--- config.mk ---
export PLATFORM = sky130hd
export DESIGN_NAME = game_sequencer
export DESIGN_NICKNAME = d
export VERILOG_FILES = /design/src/rtl/game_sequencer_pkg.sv /design/src/rtl/game_sequencer_frame_timer.sv /design/src/rtl/game_sequencer.sv
export SDC_FILE = /design/constraint.sdc
export NUM_CORES = 1
export LEC_CHECK = 0
export CORE_MARGIN = 2
export CORE_UTILIZATION = 39
export CTS_CLUSTER_SIZE = 16
export DETAILED_ROUTE_END_ITERATION = 7
export PLACE_DENSITY = 0.81
export SYNTH_ARGS = -nofsm -noshare
export SYNTH_HDL_FRONTEND = slang
export SYNTH_SLANG_ARGS = --single-unit
--- constraint.sdc ---
create_clock -name clk -period 3.39 [get_ports clk]
set_clock_uncertainty 0.15 [all_clocks]
set_input_delay 0.678 -clock clk [delete_from_list [all_inputs] [get_ports clk]]
set_output_delay 0.678 -clock clk [all_outputs]
set_load 0.02 [all_outputs]
--- src/rtl/game_sequencer_pkg.sv ---
// Shared game-flow constants and state encodings, so display and VGA logic can decode game_state.
// Optional feature macro used by game_sequencer: GAME_SEQ_EXTRA_LIFE_EN.
package game_sequencer_pkg;

    localparam logic [2:0] ST_ATTRACT = 3'd0;
    localparam logic [2:0] ST_START   = 3'd1;
    localparam logic [2:0] ST_PLAYING = 3'd2;
    localparam logic [2:0] ST_HIT     = 3'd3;
    localparam logic [2:0] ST_CLEAR   = 3'd4;
    localparam logic [2:0] ST_OVER    = 3'd5;

    localparam int LIVES_INIT     = 3;
    localparam int RESPAWN_FRAMES = 120;
    localparam int CLEAR_FRAMES   = 90;
    localparam int OVER_FRAMES    = 180;
    localparam int INVADE_Y       = 440;
    localparam int WAVE_MAX       = 15;

    // Frame counter width; every frame delay above must fit in it.
    localparam int FCNT_W = 8;

    function automatic logic [3:0] wave_advance(input logic [3:0] wave, input logic [3:0] wave_max);
        return (wave >= wave_max) ? wave_max : wave + 4'd1;
    endfunction

endpackage

--- src/rtl/game_sequencer_frame_timer.sv ---
// Frame-pulse counter with clear, saturating at a selectable limit and flagging when it is there.
module game_sequencer_frame_timer
    import game_sequencer_pkg::*;
(
    input  logic              clk,
    input  logic              rst,
    input  logic              clear,
    input  logic              frame,
    input  logic [FCNT_W-1:0] limit,
    output logic              done
);

    logic [FCNT_W-1:0] fcnt;

    always_ff @(posedge clk or negedge rst) begin
        if (!rst) begin
            fcnt <= '0;
        end else if (clear) begin
            fcnt <= '0;
        end else if (frame && (fcnt < limit)) begin
            fcnt <= fcnt + 1'b1;
        end
    end

    assign done = (fcnt == limit);

endmodule

--- src/rtl/game_sequencer.sv ---
// Game-flow controller: attract, play, hit-respawn, wave-clear and game-over sequencing.
// Define GAME_SEQ_EXTRA_LIFE_EN to award a life (capped at 3) on every cleared wave.
module game_sequencer #(
    parameter int LIVES_INIT     = game_sequencer_pkg::LIVES_INIT,
    parameter int RESPAWN_FRAMES = game_sequencer_pkg::RESPAWN_FRAMES,
    parameter int CLEAR_FRAMES   = game_sequencer_pkg::CLEAR_FRAMES,
    parameter int OVER_FRAMES    = game_sequencer_pkg::OVER_FRAMES,
    parameter int INVADE_Y       = game_sequencer_pkg::INVADE_Y,
    parameter int WAVE_MAX       = game_sequencer_pkg::WAVE_MAX
) (
    input  logic        clk,
    input  logic        rst,
    input  logic        arst,
    input  logic        frame,
    input  logic        shoot,
    input  logic [1:0]  player_collision,
    input  logic [54:0] invaders,
    input  logic [9:0]  invaders_y,
    output logic        run_en,
    output logic        wave_load,
    output logic        player_load,
    output logic [1:0]  lives,
    output logic [3:0]  wave,
    output logic [2:0]  game_state
);
    import game_sequencer_pkg::*;

    localparam logic [1:0]        LIVES_INIT_C = 2'(LIVES_INIT);
    localparam logic [FCNT_W-1:0] RESPAWN_LAST = FCNT_W'(RESPAWN_FRAMES - 1);
    localparam logic [FCNT_W-1:0] CLEAR_LAST   = FCNT_W'(CLEAR_FRAMES - 1);
    localparam logic [FCNT_W-1:0] OVER_LIMIT   = FCNT_W'(OVER_FRAMES);
    localparam logic [9:0]        INVADE_Y_C   = 10'(INVADE_Y);
    localparam logic [3:0]        WAVE_MAX_C   = 4'(WAVE_MAX);

    logic [2:0]        state, state_nx;
    logic [1:0]        lives_nx;
    logic [3:0]        wave_nx;
    logic              wave_load_nx, player_load_nx;
    logic              fcnt_clear, fcnt_done;
    logic [FCNT_W-1:0] fcnt_limit;

    game_sequencer_frame_timer u_frame_timer (
        .clk   (clk),
        .rst   (rst),
        .clear (fcnt_clear | arst),
        .frame (frame),
        .limit (fcnt_limit),
        .done  (fcnt_done)
    );

    // PLAYING holds the timer at zero, so every timed phase starts counting from a clean frame count.
    always_comb begin
        state_nx       = state;
        lives_nx       = lives;
        wave_nx        = wave;
        wave_load_nx   = 1'b0;
        player_load_nx = 1'b0;
        fcnt_clear     = 1'b0;
        fcnt_limit     = OVER_LIMIT;
        case (state)
            ST_ATTRACT: begin
                fcnt_clear = 1'b1;
                if (shoot) state_nx = ST_START;
            end
            ST_START: begin
                lives_nx       = LIVES_INIT_C;
                wave_nx        = 4'd1;
                wave_load_nx   = 1'b1;
                player_load_nx = 1'b1;
                fcnt_clear     = 1'b1;
                state_nx       = ST_PLAYING;
            end
            ST_PLAYING: begin
                fcnt_clear = 1'b1;
                if (invaders_y >= INVADE_Y_C) begin
                    lives_nx = 2'd0;
                    state_nx = ST_OVER;
                end else if (player_collision != 2'b00) begin
                    if (lives == 2'd1) begin
                        lives_nx = 2'd0;
                        state_nx = ST_OVER;
                    end else begin
                        lives_nx = lives - 2'd1;
                        state_nx = ST_HIT;
                    end
                end else if (invaders == '0) begin
                    state_nx = ST_CLEAR;
                end
            end
            ST_HIT: begin
                fcnt_limit = RESPAWN_LAST;
                if (frame && fcnt_done) begin
                    player_load_nx = 1'b1;
                    fcnt_clear     = 1'b1;
                    state_nx       = ST_PLAYING;
                end
            end
            ST_CLEAR: begin
                fcnt_limit = CLEAR_LAST;
                if (frame && fcnt_done) begin
                    wave_nx        = wave_advance(wave, WAVE_MAX_C);
`ifdef GAME_SEQ_EXTRA_LIFE_EN
                    lives_nx       = (lives == 2'd3) ? 2'd3 : lives + 2'd1;
`endif
                    wave_load_nx   = 1'b1;
                    player_load_nx = 1'b1;
                    fcnt_clear     = 1'b1;
                    state_nx       = ST_PLAYING;
                end
            end
            ST_OVER: begin
                if (shoot && fcnt_done) begin
                    fcnt_clear = 1'b1;
                    state_nx   = ST_START;
                end
            end
            default: begin
                fcnt_clear = 1'b1;
                state_nx   = ST_ATTRACT;
            end
        endcase
    end

    // run_en and game_state trail the internal state by one clock; loads are registered decisions.
    always_ff @(posedge clk or negedge rst) begin
        if (!rst) begin
            state       <= ST_ATTRACT;
            lives       <= 2'd0;
            wave        <= 4'd0;
            run_en      <= 1'b0;
            wave_load   <= 1'b0;
            player_load <= 1'b0;
            game_state  <= ST_ATTRACT;
        end else if (arst) begin
            state       <= ST_ATTRACT;
            lives       <= 2'd0;
            wave        <= 4'd0;
            run_en      <= 1'b0;
            wave_load   <= 1'b0;
            player_load <= 1'b0;
            game_state  <= ST_ATTRACT;
        end else begin
            state       <= state_nx;
            lives       <= lives_nx;
            wave        <= wave_nx;
            run_en      <= (state == ST_PLAYING);
            wave_load   <= wave_load_nx;
            player_load <= player_load_nx;
            game_state  <= state;
        end
    end

    // Losing a life is only reachable from PLAYING, which always holds at least one life.
    assert property (@(posedge clk) disable iff (!rst) !((state == ST_PLAYING) && (lives == 2'd0)));

endmodule

# Word-level counts from Yosys, hierarchy flattened
# Index checks and enable logic that the tools add are counted.
# classes
n_addsub,3
bitwise,1
eq_ne,13
n_lt_le_gt_ge,3
muxes,30
reduce_logical,13
# op_table
op,n
logical NOT 55 bit,1
two-way mux 3 bit,9
two-way mux 8 bit,2
case mux 8 bit (2 select lines),1
case mux 3 bit (5 select lines),1
two-way mux 4 bit,3
greater-or-equal comparator 10 x 9 -> 1 bit (second input constant),1
inequality test 3 bit (second input constant),3
adder 8 x 1 -> 8 bit (second input constant),1
== test 8 bit,1
less-than comparator 8 bit,1
two-way mux 2 bit,4
case mux 4 bit (2 select lines),1
== test 3 x 2 -> 1 bit (second input constant),2
== test 3 bit (second input constant),2
case mux 1 bit (2 select lines),3
nonzero test 3 bit,2
two-way mux 1 bit,5
inequality test 5 bit (second input constant),1
adder 4 x 1 -> 4 bit (second input constant),1
greater-or-equal comparator 4 bit (second input constant),1
inequality test 4 bit (second input constant),1
case mux 2 bit (2 select lines),1
AND reduction 2 bit,2
other kinds (10),13
# totals
ff_bits,23

# Longest topological paths before layout
# logic_depth
depth_word,8
mapped_depth,10

# Modules after synthesis
# Synthesis repeated with hierarchy kept, for this count alone.
# unflattened
hier_cells,202
hier_area_um2,1726.7
# by_module_without_submodules
mod,n_inst,area_each_um2,cells_each,seq_area_each_um2
game_sequencer,1,1049.8,125,375.4
game_sequencer_frame_timer,1,676.9,77,200.2

# Worst setup path after synthesis
# OpenSTA, ideal clock, no wires.
# synth_timing
path_type,reg-to-reg
startpoint,register state[1]
endpoint,register u_frame_timer.fcnt[7]
slack_ns,0.526
setup_time_ns,0.077
stages_incl_launch_ff,11
t_required_ns,3.163
arrival_time_ns,2.636
period_less_slack_ns,2.864
path_cell_list,dfrtp_1 or3b_1 buf_2 nand2_2 inv_1 ha_1 and4_4 a221oi_4 nand2_4 or4_1 a21oi_1
# synth_via
elab_chain_len,8
word_cells_on_any_way,16
# synth_rtl
element,line,rtl
start: declaration,game_sequencer.sv:35,"logic [2:0] state, state_nx;"
start signal: assignment,game_sequencer.sv:143,state <= state_nx;
== test 3 bit or == test 3 x 2 -> 1 bit (tied branches),game_sequencer.sv:60,case (state)
case mux 8 bit (2 select lines),game_sequencer.sv:60,
== test 8 bit,game_sequencer_frame_timer.sv:25,assign done = (fcnt == limit);
logical AND 1 bit (on tied branches),"game_sequencer.sv:112, game_sequencer.sv:92, game_sequencer.sv:100",
two-way mux 1 bit (on tied branches),"game_sequencer.sv:112, game_sequencer.sv:92, game_sequencer.sv:100",
case mux 1 bit (2 select lines),game_sequencer.sv:60,
OR 1 bit,game_sequencer.sv:45,".clear (fcnt_clear | arst),"
two-way mux 8 bit or nonzero test 2 bit (tied branches),n/a,
end signal: assignment,game_sequencer_frame_timer.sv:21,fcnt <= fcnt + 1'b1;
end: declaration,game_sequencer_frame_timer.sv:13,logic [FCNT_W-1:0] fcnt;
# Several ways; a longest one is shown, not always the timed one.
# A chain may end at the register's enable or synchronous reset.

# Final worst setup path
# layout_timing
startpoint,register state[0]
endpoint,register u_frame_timer.fcnt[7]
# The elaborated chain is that of the path after synthesis.

==> flow_summary.ini <==
[run_status]
status = complete, no violations

[clocking]
tritoncts = built
htree_levels = 1
cts_resized = 0
cts_buffers = 3
path_clk_slew_ns = 0.08
post_cts_buffers = 0
cts.sinks = 23
clock_path_buffers = 2
cts_root_buffer = clkbuf_8
holdBufCountCts = 0
clock_latency_ns = 0.26

[place]
portBuffers = 80
post-dp-hpwl_um = 3290
gp_congestion = 0.820

[worst_setup_path]
cp-start-kind = flop
crit_type = reg -> reg
worstPathArrival_ns = 3.10
r2r_cells = 9
end_kind = flop
cp.required_ns = 3.42
cp_max_fo = 8

[sta]
setup_tns_ns = 0
slew-limit-headroom_pct = 62.8
slew_viol_final = 0
hold_viol = 0
fin_crit_sh_pct = 90.4
max_freq_mhz = 326
worst_pin_slew_ns = 0.554
setup_viol = 0
fin_crit_ns = 3.06
rsz0062_at_grt = false

[worst_hold_path]
min_delay_path_depth = 2
hold_path.class = reg -> reg

[final_layout]
antennaDiodeCount = 0
final_core_util_pct = 65.8
area_growth_pct = 61.2
fill_cells = 326
fin_nets = 334
drive_above_1_share_pct = 5.18

[power_and_ir_drop]
peakVddDrop_uv = 162
power.density_nw_per_um2 = 396
p_leak_nw = 1.03

[floorplan]
row_count = 22
die-height_um = 66.2
start_util_pct = 40.8
die_w_um = 66.2
boundaryPins = 84
core_sq_um = 3690
die_area_sq_um = 4380

[yosys]
yosys_register_bits = 23
netlist.area_leader.share_pct = 38.2
netlist-cell-type-count = 44
avgSynthCellArea_sq_um = 9.07
synth_area_leader_cell = dfrtp_1
netlist_instances = 166
netlist_top_cells_area = dfrtp_1, ha_1, nor4_1
synth_area_sq_um = 1510
synth_ff_type = dfrtp_1
yosysMostFrequentCell = dfrtp_1
yosysWarnings = 0
synth_nets = 248
ys_seq_area_share_pct = 38.2
synth_edf_count = 0
synthArstFlopShare_pct = 100
netlist_top_cells_count = dfrtp_1, nor2_1, nor4_1, inv_1

[route]
dr.pass1.iters = 4
vias = 1627
drtIter0Drc = 92
drc = 0
wl_per_cell_um = 13.0
via_per_inst = 5.44
drt-total-wl_um = 3890
ant_nets = 0

[grt]
grt_max_degree = 24
antenna_found_initial = 0
overflow = 0
grt_first_pass_wirelength_um = 6440
grt_pass1_vias = 1553
grt_use_total_pct = 18.9

[job]
maxCapViolCount = 0
[registers in the layout, indices dropped and copies added, names as in the netlist]
| signal | cells |
|---|---|
| game_state | 3 |
| wave | 4 |
| u_frame_timer.fcnt | 8 |
| player_load | 1 |
| wave_load | 1 |
| run_en | 1 |
| lives | 2 |
| state | 3 |
[power by group]
| group | internal [mW] | switching, mW | total [mW] |
|---|---|---|---|
| clock | 0.0837 | 0.0817 | 0.165 |
| sequential | 0.316 | 0.0384 | 0.355 |
| combinational | 0.227 | 0.213 | 0.440 |
| total | 0.627 | 0.333 | 0.961 |
[stage by stage]
stage               setup slack [ns]  hold slack (ns)  std cells  power, mW  cell area (sq um)
floorplan                      0.526            0.232        166      0.601               1510
global placement               0.385            0.402        295      0.790               2380
detailed placement             0.327            0.417        295      0.804               2380
CTS                            0.313            0.428        299      0.970               2430
global route                   0.174            0.453        299       1.03               2430
finish                         0.326            0.423        299      0.961               2430
[worst max-delay path: stages (launching register included)]
cell      delay (ns)
dfrtp_1         0.45
or3b_1          0.49
nand2_2         0.16
inv_1           0.07
ha_1            0.30
and4_4          0.17
a221oi_4        0.42
nand2_4         0.11
or4_1           0.51
a21oi_1         0.15
[placed cells by master (no fill, tap or decap), types with 2 or more instances in the layout]
master and count:
a211oi_1 2, a21o_1 2, a21oi_1 9, a31oi_1 2
and3_1 2, buf_4 4, clkbuf_8 3, clkdlybuf4s50_1 80
dfrtp_1 23, ha_1 10, inv_1 12, mux2i_1 3
nand2_1 8, nand2b_1 4, nand3_1 10, nand4_1 7
nor2_1 15, nor2b_1 4, nor3_1 4, nor4_1 14
o211ai_1 2, o21ai_0 2, or3_1 2, xor2_1 5
[final cells by class]
| class | count | area [sq um] | share of cell area [%] |
|---|---|---|---|
| clock buffers | 4 | 45.0 | 1.85 |
| multi-input cells | 128 | 872 | 35.9 |
| well taps | 48 | 60.1 | 2.47 |
| inverters | 12 | 45.0 | 1.85 |
| repair buffers | 84 | 831 | 34.2 |
| flip-flops and latches | 23 | 576 | 23.7 |
[logic make-up after synthesis]
| family | synth area share (%) |
|---|---|
| flops | 38.2 |
| mux | 2.74 |
| compound gates | 15.2 |
| buf+inv | 3.90 |
| simple gates | 28.2 |
| xor+xnor | 3.49 |
| fa+ha+maj | 8.31 |
[worst paths after layout]
path	from	to	slack, ns
worst max-delay path	state[0]$_DFFE_PN0P_	u_frame_timer.fcnt[7]$_DFFE_PN0P_	0.33
max in group asynchronous	rst	game_state[2]$_DFF_PN0_	2.26
min in group asynchronous	rst	u_frame_timer.fcnt[1]$_DFFE_PN0P_	0.61
worst max register to register	state[0]$_DFFE_PN0P_	u_frame_timer.fcnt[7]$_DFFE_PN0P_	0.33
worst min register to register	u_frame_timer.fcnt[7]$_DFFE_PN0P_	u_frame_timer.fcnt[7]$_DFFE_PN0P_	0.42
worst min-delay path	u_frame_timer.fcnt[7]$_DFFE_PN0P_	u_frame_timer.fcnt[7]$_DFFE_PN0P_	0.42
[metal layers]
layer	vias up	routed length (um)	track usage [%]
met2	70	2090	35.8
met1	758	1500	21.2
met5	-	0	0
met4	0	49	6.12
li1	795	-	-
met3	4	245	2.90
Note: power is estimated with default switching activity, not from simulation.
